[src/rtl/image_pixel_proc.sv]
// Streaming 8-bit grayscale point-operation engine: brighten, darken, threshold, invert.
// Optional statistics counters are enabled by defining IMGPROC_STATS_EN.
module image_pixel_proc #(
    parameter int DATA_W = 8
) (
    input  logic              clk,
    input  logic              rst,
    input  logic              in_valid,
    input  logic [DATA_W-1:0] inbyte,
    input  logic [DATA_W-1:0] value,
    input  logic [DATA_W-1:0] threshold,
    input  logic [1:0]        select,
`ifdef IMGPROC_STATS_EN
    output logic [31:0]       pix_count,
    output logic [31:0]       sat_count,
    output logic [31:0]       hit_count,
`endif
    output logic              out_valid,
    output logic [DATA_W-1:0] outbyte
);

    localparam logic [DATA_W-1:0] MAX = {DATA_W{1'b1}};

    logic [DATA_W:0]   sum;
    logic [DATA_W:0]   diff;
    logic [DATA_W-1:0] result;
    logic              clamped;
    logic              hit;

    // Each operand only reaches the result through its own operation's branch,
    // so unused operands (even unknown ones) cannot disturb other operations.
    always_comb begin
        sum     = '0;
        diff    = '0;
        result  = '0;
        clamped = 1'b0;
        hit     = 1'b0;
        case (select)
            2'b00: begin
                sum     = {1'b0, inbyte} + {1'b0, value};
                clamped = sum[DATA_W];
                result  = clamped ? MAX : sum[DATA_W-1:0];
            end
            2'b01: begin
                diff    = {1'b0, inbyte} - {1'b0, value};
                clamped = diff[DATA_W];
                result  = clamped ? '0 : diff[DATA_W-1:0];
            end
            2'b10: begin
                hit    = (inbyte > threshold);
                result = hit ? MAX : '0;
            end
            default: begin
                result = ~inbyte;
            end
        endcase
    end

    always_ff @(posedge clk) begin
        if (rst) begin
            outbyte   <= '0;
            out_valid <= 1'b0;
        end else begin
            out_valid <= in_valid;
            if (in_valid) begin
                outbyte <= result;
            end
        end
    end

`ifdef IMGPROC_STATS_EN
    // Counters advance on the same edge that registers the result they describe.
    always_ff @(posedge clk) begin
        if (rst) begin
            pix_count <= '0;
            sat_count <= '0;
            hit_count <= '0;
        end else if (in_valid) begin
            pix_count <= pix_count + 32'd1;
            if (clamped) begin
                sat_count <= sat_count + 32'd1;
            end
            if (hit) begin
                hit_count <= hit_count + 32'd1;
            end
        end
    end
`endif

endmodule

[config.mk]
export PLATFORM = sky130hd
export DESIGN_NAME = image_pixel_proc
export DESIGN_NICKNAME = d
export VERILOG_FILES = /design/src/rtl/image_pixel_proc.sv
export SDC_FILE = /design/constraint.sdc
export NUM_CORES = 1
export LEC_CHECK = 0
export ABC_CLOCK_PERIOD_IN_PS = 4200
export BUFFER_PORTS_ARGS = -buffer_cell sky130_fd_sc_hd__buf_4
export CAP_MARGIN = 5
export CORE_MARGIN = 4
export CORE_UTILIZATION = 49
export DETAILED_ROUTE_END_ITERATION = 7
export GPL_TIMING_DRIVEN = 0
export PLACE_DENSITY = 0.8
export RECOVER_POWER = 100
export SLEW_MARGIN = 20
export SYNTH_ARGS = -nofsm -noshare
export SYNTH_HDL_FRONTEND = slang
export SYNTH_SLANG_ARGS = --single-unit
[constraint.sdc]
create_clock -name clk -period 4.2 [get_ports clk]
set_clock_uncertainty 0.15 [all_clocks]
set_input_delay 0.63 -clock clk [delete_from_list [all_inputs] [get_ports clk]]
set_output_delay 0.63 -clock clk [all_outputs]
set_load 0.005 [all_outputs]
==> results.cfg <==
[power_and_ir_drop]
p_switching_uw = 124
switching_share_pct = 36.4
totalPowerFinal_uw = 341
seq_power_share_pct = 28.4
ir_worst_vdd_mv = 0.223
p_int_uw = 217
comb_power_share_pct = 52.5
cellLeakagePower_uw = 0.000815
power_density_nw_per_um2 = 201
clock_power_share_pct = 19.1

[layout]
area_growth_pct = 21.9
drive_above_1_share_pct = 20.9
finalNetCount = 277
n_fill_cell = 267
n_antenna_cell = 0
final_core_util_pct = 62.1

[yosys]
synth.most_common_cell = sky130_fd_sc_hd__inv_1
post_synth_most_frequent_cells = sky130_fd_sc_hd__inv_1 (28), sky130_fd_sc_hd__ha_1 (25), sky130_fd_sc_hd__a21oi_1 (14), sky130_fd_sc_hd__nor2_1 (14)
synth_async_sr_flop_share_pct = 0
synth_ff_type = sky130_fd_sc_hd__dfxtp_1
synthesis.area_per_instance_um2 = 7.78
syn-cell-area_um2 = 1390
postSynthRegisterBits = 9
sequential_cell_area_fraction_in_the_yosys_report_pct = 12.9
synthDistinctLibCells = 45
synth_nets = 235
synth-edff-count = 0
post-synth-top-area-cell = sky130_fd_sc_hd__ha_1
postSynthCellCount = 179
post-synth-top-area-fraction_pct = 22.5
synth_area_leaders = sky130_fd_sc_hd__ha_1 (22%), sky130_fd_sc_hd__dfxtp_1 (13%), sky130_fd_sc_hd__inv_1 (7.5%), sky130_fd_sc_hd__a21oi_1 (5.0%), sky130_fd_sc_hd__nor2_1 (3.8%)
yosysWarnings = 0

[clock_network]
hold_buffers = 0
postCtsSetupBuffers = 0
tritoncts = done
cts_inserted_buffers = 3
cts-root-buf = sky130_fd_sc_hd__clkbuf_4
cts.reportedPaths.clkPinSlew_ns = 0.06
cts.path.max_buffers = 2
cts.sink_count = 9
htree_num_levels = 1
cts_resized = 0
insertion_delay_ns = 0.26

[timing]
finalCriticalPeriod_ns = 3.27
unrepaired_setup_endpoints_after_global_routing = no
timing.final.crit_share_pct = 77.9
post-route-worst-setup-slack_ns = 0.930
final_max_slew_viol_count = 0
setup-violations-final = 0
finalHoldViolCount = 0
timing.fmax_mhz = 306
worstMarginPinSlew_ns = 1.11
hold_slack_ns = 0.313
slew_headroom_pct = 25.9
final_sum_of_negative_setup_slack_ns = 0

[global_routing]
grt_start_max_net_pins = 11
vias_in_the_first_global_route = 1218
gr-total-overflow = 0
met3_usage_pct = 1.26
total_routing_usage_gr_pct = 17.5
groute.layer.met2.usage_pct = 29.5
antenna_found_initial = 0
gr-max-usage-layer = met2
global_route.usage.met1_pct = 24.5
grt_pass1_wl_mm = 5.13

[worst_setup_path]
register_to_register_setup_slack_ns = 3.18
timing.critical_path.to = outbyte[2]
crit_path_start = inbyte[0]
timing.critical_path.mode_cell = sky130_fd_sc_hd__inv_1
worstSetupPathDepth = 12
crit_chain = clkbuf_1, inv_1, ha_1, inv_1, fa_1, a211oi_1, nor2_1, o31ai_1, o32ai_1, a221oi_2, o21ai_0, a32o_1
path_buf_inv = 3
crit_slowest_cell = sky130_fd_sc_hd__fa_1
critical-path-top-delay-family = compound AO/OA/AOI/OAI gates
critPathLaunchType = input pin
worst_ep_required_time_ns = 4.20
timing.rr.end = outbyte[3]
path_max_fanout = 9
timing.critical_path.to_type = flip-flop
cpPeakStageDelay_ns = 0.43
r2r.worst_path.cells = 4
crit_type = input pin to flip-flop
r2r_start = outbyte[3]
worst_path_arrival_time_ns = 3.27

[place]
hpwlAfterDp_mm = 2.69
post_placement_setup_slack_ns = 1.02
portBuffers = 37
place_congestion = 0.840

[floorplan]
row_count = 19
io_pins = 38
die_area_um2 = 3760
die_width_um = 61.3
die-height_um = 61.3
core_area_um2 = 2730
floorplan.initialDensity_pct = 50.9

[routing]
firstDrtPassIters = 4
post_drt_via_cell_ratio = 5.40
ant_nets = 0
routed_wire_length_per_instance_um = 12.0
postRouteWirelength_mm = 3.01
number_of_remaining_drc_errors = 0
detail_route.iter0.violations = 56
route.vias.total = 1356

[outcome]
outcome = finished clean

[flow_run]
cap_viol_max_count = 0

[min_path]
holdCritPathClass = flip-flop to flip-flop
[metal layers]
metal	up-vias	wire, um	part of all wire [%]
li1	720	-	-
met1	597	1370	45
met2	37	1440	48
met3	2	178	5.9
met4	0	25	0.83
met5	-	0	0
[final cells by class]
type | count | area [um^2] | area share, %
sequential | 9 | 180 | 10.6
multi-input combinational | 136 | 1040 | 61.5
clock buffer | 4 | 26.3 | 1.55
buffer | 6 | 37.5 | 2.21
inverter | 28 | 105 | 6.19
tap | 31 | 38.8 | 2.28
timing repair buffer | 37 | 267 | 15.7
[layout by cell type (no fill, tap or decap), types with 6 or more instances in the layout]
cell / netlist / final
sky130_fd_sc_hd__dfxtp_1: 9 / 9
sky130_fd_sc_hd__buf_4: 0 / 26
sky130_fd_sc_hd__xnor2_1: 6 / 6
sky130_fd_sc_hd__nand2_1: 9 / 9
sky130_fd_sc_hd__a211oi_1: 6 / 7
sky130_fd_sc_hd__inv_1: 28 / 28
sky130_fd_sc_hd__o21ai_0: 9 / 11
sky130_fd_sc_hd__a21oi_1: 14 / 14
sky130_fd_sc_hd__nor2_1: 14 / 14
sky130_fd_sc_hd__clkbuf_1: 3 / 7
sky130_fd_sc_hd__clkbuf_4: 0 / 11
sky130_fd_sc_hd__ha_1: 25 / 25
[worst min-delay path by stage]
stage	cells past startpoint	slack (ns)	start	end
final	1	0.31	outbyte[7]	outbyte[7]
after global routing	1	0.33	outbyte[2]	outbyte[2]
after CTS	1	0.32	outbyte[7]	outbyte[7]
after detailed placement	1	0.31	outbyte[7]	outbyte[7]
after global placement	1	0.31	outbyte[0]	outbyte[0]
after floorplan	1	0.32	outbyte[0]	outbyte[0]
[stage by stage]
step                cells  area (um^2)
finish                251         1700
global placement      247         1710
global route          251         1700
detailed placement    247         1710
CTS                   251         1740
floorplan             179         1390
[state kept, by name, indices dropped and copies added, names as in the netlist]
register / count
outbyte: 8
out_valid: 1
[power groups by stage]
stage          Combinational, uW  Sequential, uW  Clock, uW
3_5_place_dp                 187            99.0          0
4_1_cts                      188            97.2       66.1
3_3_place_gp                 185            98.8          0
5_1_grt                      204            97.9       73.9
2_1_floorplan                124            99.2          0
6_report                     179            96.9       65.3
[worst reg2reg max path, stage by stage, from the launching register on]
cell	delay (ns)
sky130_fd_sc_hd__dfxtp_1	0.35
sky130_fd_sc_hd__inv_1	0.04
sky130_fd_sc_hd__o21ai_0	0.15
sky130_fd_sc_hd__a211oi_1	0.07
sky130_fd_sc_hd__nor3_1	0.18
[cells by family after synthesis]
| family | share of synthesized area (%) |
|---|---|
| AND/OR/NAND/NOR | 15.6 |
| XOR/XNOR | 5.66 |
| adder cells (fa/ha/maj) | 25.3 |
| AO/OA/AOI/OAI | 30.2 |
| flip-flops | 12.9 |
| buffers and inverters | 10.2 |
No activity file was read; power rests on OpenSTA's default activity.
